--- src/rtl/rv_ctrl_pkg.sv ---
// Shared control definitions for the RV32I multi-cycle core.
//   seq_state_e    : sequencer state encoding
//   PC_SRC_*       : PC mux select codes (identical to the decoder's PCsel codes)
//   is_wait_state  : states in which the shared wait timer runs
package rv_ctrl_pkg;

  typedef enum logic [3:0] {
    ST_IDLE,
    ST_FETCH,
    ST_DECODE,
    ST_WAIT_ID,
    ST_EXEC,
    ST_MEM,
    ST_WB,
    ST_HALT,
    ST_ERROR
  } seq_state_e;

  localparam logic [1:0] PC_SRC_PLUS4  = 2'd0;
  localparam logic [1:0] PC_SRC_BRANCH = 2'd1;
  localparam logic [1:0] PC_SRC_ALU    = 2'd2;

  function automatic logic is_wait_state(input seq_state_e s);
    return (s == ST_FETCH) || (s == ST_WAIT_ID) || (s == ST_MEM);
  endfunction

endpackage

--- src/rtl/cpu_sequencer_wait_timer.sv ---
// Shared wait-state timer.
//   clk, rst_n : clock, async active-low reset
//   clear_i    : restart the count (asserted on every state change)
//   enable_i   : count this cycle (sequencer is in a wait state)
//   expired_o  : the current cycle is the WAIT_TIMEOUT-th waiting cycle
module wait_timer #(
  parameter int unsigned WAIT_TIMEOUT = 15
) (
  input  logic clk,
  input  logic rst_n,
  input  logic clear_i,
  input  logic enable_i,
  output logic expired_o
);

  localparam int unsigned W = $clog2(WAIT_TIMEOUT + 1);

  // Holds the number of waiting cycles already completed in the current state.
  logic [W-1:0] cnt_q;

  always_ff @(posedge clk or negedge rst_n) begin
    if (!rst_n) begin
      cnt_q <= '0;
    end else if (clear_i) begin
      cnt_q <= '0;
    end else if (enable_i) begin
      cnt_q <= cnt_q + 1'b1;
    end
  end

  assign expired_o = enable_i && (cnt_q == W'(WAIT_TIMEOUT - 1));

endmodule

--- src/rtl/cpu_sequencer.sv ---
// Multi-cycle control sequencer for the RV32I core.
// Steps each instruction through FETCH, DECODE, WAIT_ID, EXEC, [MEM], WB and
// drives the per-stage enable strobes. All outputs are registered.
//   start                     : leave IDLE
//   imem_ready / dmem_ready   : IMEM / DMEM handshakes
//   id_comp + decoder fields  : decoder result, latched in WAIT_ID
//   branch_taken              : ALU compare result for conditional branches
//   fetch, decode, alu_en,
//   mem_req, reg_we, pc_we    : stage strobes
//   pc_src                    : PC mux select (valid with pc_we)
//   halted / error            : sticky stop indications
//   retired                   : wrapping retired-instruction count
module cpu_sequencer
  import rv_ctrl_pkg::*;
#(
  parameter int unsigned WAIT_TIMEOUT = 15,
  parameter int unsigned CNT_W        = 32
) (
  input  logic             clk,
  input  logic             rst_n,
  input  logic             start,
  input  logic             imem_ready,
  input  logic             id_comp,
  input  logic             halt_in,
  input  logic             branch,
  input  logic [1:0]       pcsel_in,
  input  logic             regwrite_in,
  input  logic             memread_in,
  input  logic             memwrite_in,
  input  logic             branch_taken,
  input  logic             dmem_ready,
  output logic             fetch,
  output logic             decode,
  output logic             alu_en,
  output logic             mem_req,
  output logic             reg_we,
  output logic             pc_we,
  output logic [1:0]       pc_src,
  output logic             halted,
  output logic             error,
  output logic [CNT_W-1:0] retired
);

  seq_state_e state_q, state_d;

  logic       branch_q;
  logic [1:0] pcsel_q;
  logic       regwrite_q;
  logic       mem_q;
  logic [1:0] pc_src_d;

  logic fetch_q, decode_q, alu_en_q, mem_req_q, reg_we_q, pc_we_q;
  logic halted_q, error_q;
  logic [1:0]       pc_src_q;
  logic [CNT_W-1:0] retired_q;

  logic timer_expired;

  // Clearing on any state change means every wait state is entered with a zero count.
  wait_timer #(
    .WAIT_TIMEOUT(WAIT_TIMEOUT)
  ) u_wait_timer (
    .clk       (clk),
    .rst_n     (rst_n),
    .clear_i   (state_d != state_q),
    .enable_i  (is_wait_state(state_q)),
    .expired_o (timer_expired)
  );

  always_comb begin
    state_d = state_q;
    unique case (state_q)
      ST_IDLE:    if (start) state_d = ST_FETCH;
      ST_FETCH: begin
        if (imem_ready)         state_d = ST_DECODE;
        else if (timer_expired) state_d = ST_ERROR;
      end
      ST_DECODE:  state_d = ST_WAIT_ID;
      ST_WAIT_ID: begin
        if (id_comp)            state_d = halt_in ? ST_HALT : ST_EXEC;
        else if (timer_expired) state_d = ST_ERROR;
      end
      ST_EXEC:    state_d = mem_q ? ST_MEM : ST_WB;
      ST_MEM: begin
        if (dmem_ready)         state_d = ST_WB;
        else if (timer_expired) state_d = ST_ERROR;
      end
      ST_WB:      state_d = ST_FETCH;
      ST_HALT:    state_d = ST_HALT;
      ST_ERROR:   state_d = ST_ERROR;
      default:    state_d = ST_IDLE;
    endcase
  end

  // branch_taken is sampled on the edge into WB so the registered pc_src
  // is stable for the whole WB cycle alongside pc_we.
  always_comb begin
    pc_src_d = PC_SRC_PLUS4;
    if (pcsel_q == PC_SRC_ALU) begin
      pc_src_d = PC_SRC_ALU;
    end else if (pcsel_q == PC_SRC_BRANCH && branch_q && branch_taken) begin
      pc_src_d = PC_SRC_BRANCH;
    end
  end

  always_ff @(posedge clk or negedge rst_n) begin
    if (!rst_n) begin
      state_q    <= ST_IDLE;
      branch_q   <= 1'b0;
      pcsel_q    <= '0;
      regwrite_q <= 1'b0;
      mem_q      <= 1'b0;
      fetch_q    <= 1'b0;
      decode_q   <= 1'b0;
      alu_en_q   <= 1'b0;
      mem_req_q  <= 1'b0;
      reg_we_q   <= 1'b0;
      pc_we_q    <= 1'b0;
      pc_src_q   <= '0;
      halted_q   <= 1'b0;
      error_q    <= 1'b0;
      retired_q  <= '0;
    end else begin
      state_q <= state_d;
      if (state_q == ST_WAIT_ID && id_comp) begin
        branch_q   <= branch;
        pcsel_q    <= pcsel_in;
        regwrite_q <= regwrite_in;
        // A combined read+write is a single DMEM access.
        mem_q      <= memread_in | memwrite_in;
      end
      fetch_q   <= (state_d == ST_FETCH);
      decode_q  <= (state_d == ST_DECODE);
      alu_en_q  <= (state_d == ST_EXEC);
      mem_req_q <= (state_d == ST_MEM);
      reg_we_q  <= (state_d == ST_WB) && regwrite_q;
      pc_we_q   <= (state_d == ST_WB);
      pc_src_q  <= (state_d == ST_WB) ? pc_src_d : PC_SRC_PLUS4;
      halted_q  <= (state_d == ST_HALT);
      error_q   <= (state_d == ST_ERROR);
      if (state_d == ST_WB) begin
        retired_q <= retired_q + CNT_W'(1);
      end
    end
  end

  assign fetch   = fetch_q;
  assign decode  = decode_q;
  assign alu_en  = alu_en_q;
  assign mem_req = mem_req_q;
  assign reg_we  = reg_we_q;
  assign pc_we   = pc_we_q;
  assign pc_src  = pc_src_q;
  assign halted  = halted_q;
  assign error   = error_q;
  assign retired = retired_q;

endmodule

--- config.mk ---
export PLATFORM = sky130hd
export DESIGN_NAME = cpu_sequencer
export DESIGN_NICKNAME = d
export VERILOG_FILES = /design/src/rtl/rv_ctrl_pkg.sv /design/src/rtl/cpu_sequencer_wait_timer.sv /design/src/rtl/cpu_sequencer.sv
export SDC_FILE = /design/constraint.sdc
export NUM_CORES = 1
export LEC_CHECK = 0
export CAP_MARGIN = 20
export CELL_PAD_IN_SITES_DETAIL_PLACEMENT = 0
export CELL_PAD_IN_SITES_GLOBAL_PLACEMENT = 1
export CORE_ASPECT_RATIO = 0.9
export CORE_MARGIN = 2
export CORE_UTILIZATION = 40
export DETAILED_ROUTE_END_ITERATION = 12
export HOLD_SLACK_MARGIN = 0.05
export PLACE_DENSITY = 0.89
export SYNTH_ARGS = -nofsm -noshare
export SYNTH_HDL_FRONTEND = slang
export SYNTH_HIERARCHICAL = 1
export SYNTH_SLANG_ARGS = --single-unit
--- constraint.sdc ---
create_clock -name clk -period 3.7 [get_ports clk]
set_input_delay 1.11 -clock clk [delete_from_list [all_inputs] [get_ports clk]]
set_output_delay 1.11 -clock clk [all_outputs]
set_load 0.03 [all_outputs]
-- Word-level counts from Yosys, hierarchy flattened
Index checks and enable logic that the tools add are counted.
- logic and storage cells: 60
- input port bits: 14
- output and inout bits: 42
- bits in registers: 55
- reductions and logical operators: 9
- multiplexer cells: 13
- $add $sub $neg: 2
- bitwise operators: 1
- equality and inequality tests: 19
- operator list (cell ; number):
    $pmux 4 s9 ; 1
    $add 32x1->32 const B ; 1
    $eq 4x3->1 const B ; 8
    $mux 4 ; 7
    $eq 4x2->1 const B ; 3
    $eq 4x4->1 const B ; 3
    $eq 4x1->1 const B ; 2
    $mux 2 ; 4
    $logic_and 1x1->1 ; 5
    $add 4x1->4 const B ; 1
    $logic_not 4->1 ; 1
    $ne 4x4->1 ; 1
    $eq 2x1->1 const B ; 1
    $eq 2x2->1 const B ; 1
    $logic_or 1x1->1 ; 2
    $reduce_bool 2->1 ; 1
    $mux 1 ; 1
    $or 1x1->1 ; 1

-- Logic depth before layout (Yosys ltp)
Gate-level depths: netlist (run 1).
- depth after elaboration: 9
- mapped depth: 12
- depth with buffers taken out: 10

-- By module
Netlist (run 1), hierarchy kept.
- modules (own cells, without submodules) (module ; instances ; cells each ; area each (um^2) ; seq. area each (um^2)):
    cpu_sequencer ; 1 ; 238 ; 2517.4 ; 1276.2
    wait_timer ; 1 ; 20 ; 222.7 ; 100.1

-- Worst setup path before layout (run 1)
OpenSTA, ideal clock, no wires.
- path type: reg-to-reg
- from: register state_q[1]
- to: register u_wait_timer.cnt_q[3]
- clock period less this slack: 3.001 ns
- setup time: 0.125 ns
- data required time: 3.575 ns
- arrival time: 2.876 ns
- stages on the path, launching flop included: 13
- setup slack: 0.699 ns
- buffers on the path: 3
- path through: dfrtp_1 -> buf_2 -> buf_1 -> a211oi_1 -> and4_1 -> nand2b_1 -> o22ai_1 -> nor2_1 -> buf_2 -> xnor2_1 -> nand4b_1 -> nor2_1 -> mux2_4
- cells in the longest elaborated chain, start to end: 9
- elaborated cells between the ends (all ways): 21
- classes of those cells: 9 x eq/ne; 7 x mux; 5 x reduce/logical
- ends and longest elaborated chain (item ; line ; RTL):
    from (decl) ; cpu_sequencer.sv:44 ; seq_state_e state_q, state_d;
    from (signal assigned) ; cpu_sequencer.sv:124 ; state_q <= state_d;
    $eq 4x1->1 / $eq 4x2->1 (equally long branches) ; rv_ctrl_pkg.sv:24 ; return (s == ST_FETCH) || (s == ST_WAIT_ID) || (s == ST_MEM);
    $logic_or 1x1->1 ; rv_ctrl_pkg.sv:24 ;
    $logic_or 1x1->1 (*) ; rv_ctrl_pkg.sv:24 ;
    $logic_and 1x1->1 (*) ; cpu_sequencer_wait_timer.sv:31 ; assign expired_o = enable_i && (cnt_q == W'(WAIT_TIMEOUT - 1));
    via timer_expired ; cpu_sequencer.sv:57 ; logic timer_expired;
    $mux 4 (*) ; cpu_sequencer.sv:76, cpu_sequencer.sv:81, cpu_sequencer.sv:86 ;
    $mux 4, on equally long branches ; cpu_sequencer.sv:85, cpu_sequencer.sv:75, cpu_sequencer.sv:80 ;
    $pmux 4 s9 (*) ; cpu_sequencer.sv:72 ; unique case (state_q)
    $ne 4x4->1 (*) ; cpu_sequencer.sv:65 ; .clear_i (state_d != state_q),
    $mux 4 / $reduce_bool 2->1 (equally long branches) ; n/a ;
    to (signal assigned) ; cpu_sequencer_wait_timer.sv:27 ; cnt_q <= cnt_q + 1'b1;
    to (decl) ; cpu_sequencer_wait_timer.sv:19 ; logic [W-1:0] cnt_q;
Mark *: on every way through the listed nets, which the timed path passes. The rest lies on a longest branch.
A chain may end at the register's enable or synchronous reset.

-- Worst setup path after layout (run 1)
- from: input dmem_ready
- to: register retired_q[16], in the netlist retired[16]
- cells in the longest elaborated chain, start to end: 3
- ends and longest elaborated chain (item ; line ; RTL):
    from (decl) ; cpu_sequencer.sv:31 ; input logic dmem_ready,
    $mux 4 ; cpu_sequencer.sv:85 ; if (dmem_ready) state_d = ST_WB;
    $pmux 4 s9 ; cpu_sequencer.sv:72 ;
    $eq 4x3->1 ; cpu_sequencer.sv:141 ; if (state_d == ST_WB) begin
    to (signal assigned) ; cpu_sequencer.sv:142 ; retired_q <= retired_q + CNT_W'(1);
    to (decl) ; cpu_sequencer.sv:55 ; logic [CNT_W-1:0] retired_q;
Every way passes these cells.

==> results.md, run 1 <==
| Item | Reported | Unit |
|---|---|---|
| Run status | finished, final reports clean | - |
| Share of the clock period used by the worst path | 78.6 | % |
| Final Wtd Congestion | 0.903 | - |
| P_sw | 0.770 | mW |
| Die Y | 82.5 | um |
| Routed vias/inst | 5.35 | - |
| Unrepaired setup endpoints after global routing | no | - |
| Antenna violations before repair | 0 | - |
| Number of buffers inserted by port buffering | 55 | - |
| Overall track demand over capacity in global routing | 16.3 | % |
| Power per Cell Area | 550 | nW/um2 |
| Area of the core region | 6620 | um2 |
| Resize count post-CTS | 0 | - |
| Final nets | 336 | - |
| Iter 0 DRT Violations | 159 | - |
| Portion of total power attributed to the clock network | 17.9 | % |
| Sw Share | 39.9 | % |
| Critical-path cell with the highest stage delay | sky130_fd_sc_hd__clkdlybuf4s50_1 | - |
| Most used flip-flop cell after synthesis | sky130_fd_sc_hd__dfrtp_1 | - |
| Multi-input logic area | 1260 | um2 |
| Cts bufs inserted | 5 | - |
| Startpoint types | primary input | - |
| Largest fanout of any net on the critical path | 17 | - |
| Clock Skews | 0.00890 | ns |
| Crit end category | flip-flop | - |
| Synthesis-to-finish area growth | 28.0 | % |
| Total grt overflow | 0 | - |
| Shortest period the worst path allows | 2.91 | ns |
| Post-synthesis average cell area | 10.6 | um2 |
| Clock tree from TritonCTS | yes | - |
| Sequential cell area fraction in the yosys report | 50.2 | % |
| Remaining DRCs | 0 | - |
| Largest vdd supply drop | 0.319 | mV |
| Critical path class | primary input to flip-flop | - |
| Hold violation total from the final report | 0 | - |
| Critical path's largest stage delay | 0.50 | ns |
| Ports placed on the boundary | 56 | - |
| Critical path data arrival time | 3.10 | ns |
| Buffer count from post-CTS setup fixing | 0 | - |
| Syn Inst Count | 258 | - |
| Area enclosed by the die boundary | 7530 | um2 |
| Clock Tree Root | sky130_fd_sc_hd__clkbuf_8 | - |
| ANT nets after route | 0 | - |
| Part of the power in registers | 38.6 | % |
| FILL cells | 605 | - |
| Count of vias placed by the detailed router | 2,192 | - |
| H-tree depth reported by CTS | 2 | - |
| Register Area | 1380 | um2 |
| Final core utilization | 53.0 | % |
| Tightest hold margin | 0.471 | ns |
| Wire length of the first global-routing pass | 9.79 | mm |
| Half-perimeter wire length of the detailed placement result | 4.25 | mm |
| Number of search-and-repair iterations in the first detailed-routing pass | 5 | - |
| Post-cts hold buffer count | 0 | - |
| Die width | 91.2 | um |
| Synth Register Bits | 55 | - |
| Hold Crit Class | flip-flop to flip-flop | - |
| Final worst slack | 0.792 | ns |
| Endpoints failing setup | 0 | - |
| Cell chain of the critical path | clkdlybuf4s50_1 -> nor3b_1 -> a221oi_2 -> o21ai_1 -> a221oi_4 -> buf_4 -> nand4_1 -> xnor2_1 | - |
| Ratio of cells with drive above 1 in the final layout | 10.3 | % |
| Share of synthesized flip-flops with an asynchronous set or reset | 100 | % |
| Slew Limit Headroom | 58.4 | % |
| Yosys warning count | 6 | - |
| Part of the total power dissipated in combinational logic | 43.5 | % |
| Floorplan row count | 28 | - |
| Initial core utilization | 41.4 | % |
| Clk sinks | 55 | - |
| Number of distinct standard cells referenced by the synthesized netlist | 46 | - |
| Finished layout cell area | 3510 | um2 |
| Cell leakage power | 1.44 | nW |
| Largest net degree at the start of global routing | 41 | - |
| Max frequency | 0.344 | GHz |
| Data required, critical path | 3.89 | ns |
| Final setup TNS | 0 | ns |
| Summed instance area of the synthesized netlist | 2740 | um2 |
| Latest clock arrival within the worst-skew pair | 0.31 | ns |
| Post-detailed-routing wire length | 5.86 | mm |
| Area post-placement | 3410 | um2 |
| Wire per inst | 14.3 | um |
| Internal power summed over all cells | 1.16 | mW |
| Actual slew at the worst max-slew pin | 0.618 | ns |
| Max Transition Viols Final | 0 | - |
| Count of maximum capacitance violations | 0 | - |
| Buffer depth of the longest clock path | 2 | - |
| Count of flip-flops with a built-in enable after synthesis | 0 | - |
| Via count of the first global-routing pass | 2,084 | - |
| Post-synthesis net count | 275 | - |
| Post-placement setup slack | 0.479 | ns |
| Clk slew on worst S/H paths | 0.09 | ns |
| Antenna diodes | 0 | - |
synth_stat cells, drive strengths merged (3+ instances only):
cell type	instances	area, um2
o21ai	7	35.0
nor2b	4	25.0
mux2	6	71.3
buf	10	63.8
and3	12	75.1
dfrtp	55	1380
xnor2	34	298
and2	3	18.8
nor2	16	60.1
nand3	19	95.1
ha	3	37.5
a21oi	4	20.0
nand4	23	144
and4	5	43.8
nand2b	4	25.0
nor3	8	40.0
nand2	7	28.8
inv	10	37.5
nor3b	3	22.5
per-stage QoR:
stage                     std cells  power [mW]
after detailed placement        402        1.59
after global routing            410        2.05
final                           410        1.93
after CTS                       410        1.94
after floorplan                 258        1.33
after global placement          402        1.58
logic make-up (layout without fill, tap and decap cells):
family                     count (synthesis)  after routing  synth area share [%]
AOI/OAI and AO/OA                         23             23                  6.58
xor gates and xnor gates                  34             34                  10.9
adders and majority gates                  3              3                  1.37
buffers and inverters                     22             84                  3.97
DFF                                       55             55                  50.2
muxes                                      7              7                  2.97
and+or+nand+nor                          114            114                  24.0
power groups by stage:
| stage | Clock (mW) | Sequential, mW | Combinational, mW |
|---|---|---|---|
| floorplan | 0 | 0.824 | 0.503 |
| global placement | 0 | 0.753 | 0.824 |
| detailed placement | 0 | 0.757 | 0.831 |
| CTS | 0.355 | 0.746 | 0.838 |
| global route | 0.379 | 0.758 | 0.912 |
| finish | 0.346 | 0.745 | 0.839 |
worst max-delay path, delay by kind of cell:
family / cells / cell delay (ns)
buffers and inverters: 2 / 0.77
XOR/XNOR: 1 / 0.15
AND/OR/NAND/NOR: 2 / 0.23
AO/OA/AOI/OAI: 3 / 0.83
sequential cells by signal, summed over array words and instances, names as in the netlist, 2 cells and up:
signal / count
pc_src: 2
pcsel_q: 2
retired: 32
state_q: 4
u_wait_timer/cnt_q: 4
routing by layer:
metal  global-route usage, %  wire [um]  vias up
li1                        -          -     1046
met1                    21.4       2810     1086
met2                    27.9       2810       56
met3                    3.27        191        4
met4                    4.24         53        0
met5                       0          0        -
final cells by class:
cell class	count	share of cell area (%)
tap	90	3.21
clock buffer	6	2.35
clock inverter	2	0.392
multi-input combinational	181	35.8
inverter	10	1.07
sequential	55	39.2
timing repair buffer	66	17.9
worst paths after layout:
| path | from | endpoint | slack, ns | cells after the start |
|---|---|---|---|---|
| max | dmem_ready | retired[16] | 0.79 | 8 |
| min | pcsel_q[0] | pc_src[1] | 0.47 | 1 |
| max reg2reg | state_q[0] | u_wait_timer/cnt_q[3] | 0.99 | 11 |
| min reg2reg | pcsel_q[0] | pc_src[1] | 0.47 | 1 |
| max in group asynchronous | rst_n | retired[22] | 2.18 | 2 |
| min in group asynchronous | rst_n | state_q[0] | 0.71 | 1 |
cells in the final DEF (no fill, tap or decap), types with 2 or more instances in the layout:
master and count:
sky130_fd_sc_hd__inv_1 8, sky130_fd_sc_hd__clkbuf_8 6, sky130_fd_sc_hd__nor3b_1 3, sky130_fd_sc_hd__nand2b_1 4, sky130_fd_sc_hd__nand2_1 6, sky130_fd_sc_hd__nand4_1 23, sky130_fd_sc_hd__nor3_1 8, sky130_fd_sc_hd__nand4b_1 2
sky130_fd_sc_hd__dfrtp_1 55, sky130_fd_sc_hd__and3_1 12, sky130_fd_sc_hd__buf_4 11, sky130_fd_sc_hd__nor4_1 2, sky130_fd_sc_hd__and4_1 5, sky130_fd_sc_hd__mux2_2 4, sky130_fd_sc_hd__nand3b_1 2, sky130_fd_sc_hd__and2_1 3
sky130_fd_sc_hd__o21ai_0 6, sky130_fd_sc_hd__nor2_1 15, sky130_fd_sc_hd__nor2b_1 4, sky130_fd_sc_hd__inv_2 2, sky130_fd_sc_hd__o41ai_1 2, sky130_fd_sc_hd__clkdlybuf4s50_1 54, sky130_fd_sc_hd__xnor2_1 34, sky130_fd_sc_hd__or3b_1 2
sky130_fd_sc_hd__ha_1 3, sky130_fd_sc_hd__nand3_1 19, sky130_fd_sc_hd__a21oi_1 4
Power figures use the tool's default switching activity.
==> run 2, diff against run 1 <==
==> constraint.sdc (replaced) <==
create_clock -name clk -period 3 [get_ports clk]
set_input_delay 0.9 -clock clk [delete_from_list [all_inputs] [get_ports clk]]
set_output_delay 0.9 -clock clk [all_outputs]
set_load 0.03 [all_outputs]
==> run 2 against run 1 <==
  * Hold slack got worse by 0.012 ns
  * First-iteration DRC count decreased by 41%
  * Power increased by 25%
  * Count of clock-buffer cells in the layout increased by 1
  * Clock power increased by 20%
  * Flip-flop and latch count unchanged
  * Global-route usage decreased by 0.20 points
  * Non-clock buffer count increased by 5
  * Wire length about the same
==> results.md, run 2 (same netlist as run 1, synthesis figures left out) <==
| Item | Reported | Unit |
|---|---|---|
| Run status | finished, final reports clean | - |
| Synthesis-to-finish area growth | 29.5 | % |
| Slew Limit Headroom | 56.0 | % |
| Commonest cells after routing, fill and taps aside | sky130_fd_sc_hd__dfrtp_1 (55), sky130_fd_sc_hd__clkdlybuf4s50_1 (54), sky130_fd_sc_hd__xnor2_1 (34), sky130_fd_sc_hd__nand4_1 (23), sky130_fd_sc_hd__nand3_1 (19) | - |
| Total chip power | 2.42 | mW |
| Iter 0 DRT Violations | 94 | - |
| Antenna diodes | 0 | - |
| Final setup TNS | 0 | ns |
| Final nets | 341 | - |
| Total grt overflow | 0 | - |
| Critical-path cell with the highest stage delay | sky130_fd_sc_hd__clkdlybuf4s50_1 | - |
| Half-perimeter wire length of the detailed placement result | 4.24 | mm |
| Ratio of cells with drive above 1 in the final layout | 11.7 | % |
| Clk sinks | 55 | - |
| Data required, critical path | 3.18 | ns |
| Area enclosed by the die boundary | 7530 | um2 |
| Crit path max-delay family | compound AO/OA/AOI/OAI gates | - |
| Post-placement setup slack | 0.0213 | ns |
| Die Y | 82.5 | um |
| Wire length of the first global-routing pass | 9.64 | mm |
| Max frequency | 0.374 | GHz |
| Count of vias placed by the detailed router | 2,162 | - |
| Area of the core region | 6620 | um2 |
| Number of search-and-repair iterations in the first detailed-routing pass | 4 | - |
| Total stage count of the critical path | 8 | - |
| Finished layout cell area | 3550 | um2 |
| Critical path data arrival time | 2.86 | ns |
| Die width | 91.2 | um |
| Clock tree from TritonCTS | yes | - |
| Largest register FFs | 32 | - |
| Final Wtd Congestion | 0.836 | - |
| Ports placed on the boundary | 56 | - |
| Wire per inst | 14.1 | um |
| Via count of the first global-routing pass | 2,098 | - |
| Unrepaired setup endpoints after global routing | no | - |
| Min-Delay Path Depth | 1 | - |
| Final worst slack | 0.328 | ns |
| Largest net degree at the start of global routing | 30 | - |
| Endpoints failing setup | 0 | - |
| Remaining DRCs | 0 | - |
| Buffer depth of the longest clock path | 2 | - |
| Max Transition Viols Final | 0 | - |
| Share of the clock period used by the worst path | 89.1 | % |
| Area post-placement | 3450 | um2 |
| Global-route track usage on met2 | 27.8 | % |
| Startpoint types | primary input | - |
| Cell leakage power | 1.46 | nW |
| Bufs and invs on worst path | 2 | - |
| Clk slew on worst S/H paths | 0.09 | ns |
| Final core utilization | 53.6 | % |
| Actual slew at the worst max-slew pin | 0.660 | ns |
| Cts bufs inserted | 5 | - |
| Largest fanout of any net on the critical path | 16 | - |
| Overall track demand over capacity in global routing | 16.1 | % |
| Hold violation total from the final report | 0 | - |
| Critical path class | primary input to flip-flop | - |
| Resize count post-CTS | 0 | - |
| Post-detailed-routing wire length | 5.86 | mm |
| Most common library cell in the layout ignoring fill and taps | sky130_fd_sc_hd__dfrtp_1 | - |
| Met3 Resource Use GR | 2.99 | % |
| Post-cts hold buffer count | 0 | - |
| Clock Skews | 0.0104 | ns |
| Logic depth of the worst register-to-register path | 8 | - |
| Shortest period the worst path allows | 2.67 | ns |
| Power per Cell Area | 680 | nW/um2 |
| Count of maximum capacitance violations | 0 | - |
| Number of buffers inserted by port buffering | 55 | - |
| Buffer count from post-CTS setup fixing | 0 | - |
| Cell chain of the critical path | clkdlybuf4s50_1 -> nor3b_1 -> a221oi_2 -> o21ai_1 -> a221oi_4 -> buf_4 -> nand4_1 -> xnor2_1 | - |
| Largest vdd supply drop | 0.412 | mV |
| H-tree depth reported by CTS | 2 | - |
| Crit end category | flip-flop | - |
| Global routing's busiest layer | met2 | - |
| Antenna violations before repair | 0 | - |
| Initial core utilization | 41.4 | % |
| FILL cells | 596 | - |
| ANT nets after route | 0 | - |
| Met1 Use GR | 20.8 | % |
| Clock Tree Root | sky130_fd_sc_hd__clkbuf_8 | - |
| Hold Crit Class | flip-flop to flip-flop | - |
| Routed vias/inst | 5.21 | - |
| Floorplan row count | 28 | - |
| Latest clock arrival within the worst-skew pair | 0.30 | ns |
| Critical path's largest stage delay | 0.50 | ns |
==> run 2: area by class of cell <==
cell class | instances | area (um2) | area share, %
Multi-Input combinational cell | 181 | 1260 | 35.6
Sequential cell | 55 | 1380 | 38.8
Inverter | 10 | 37.5 | 1.06
Clock buffer | 7 | 86.3 | 2.43
Tap cell | 90 | 113 | 3.17
Timing Repair Buffer | 71 | 666 | 18.8
Clock inverter | 1 | 8.76 | 0.247
==> run 2: worst paths after layout <==
kind	end	slack [ns]	startpoint
worst max-delay path	retired[16]	0.33	dmem_ready
worst min-delay path	pc_src[1]	0.46	pcsel_q[0]
worst max register to register	retired[16]	0.48	state_q[2]
worst min register to register	pc_src[1]	0.46	pcsel_q[0]
max in group asynchronous	u_wait_timer/cnt_q[3]	1.71	rst_n
min in group asynchronous	pc_src[0]	0.62	rst_n
==> run 2: layer usage <==
layer / routed length [um] / vias up
li1: - / 1056
met1: 2830 / 1063
met2: 2820 / 41
met3: 157 / 2
met4: 51 / 0
met5: 0 / -
==> run 2: per-stage QoR <==
step	instances	hold slack, ns
after global routing	415	0.491
final	415	0.459
after CTS	415	0.464
after detailed placement	407	0.450
after global placement	407	0.450
after floorplan	258	0.424
==> run 2: power by group <==
| group | switching [mW] | internal, mW | total [mW] |
|---|---|---|---|
| Combinational | 0.589 | 0.443 | 1.03 |
| Sequential | 0.121 | 0.847 | 0.967 |
| Clock | 0.226 | 0.190 | 0.415 |
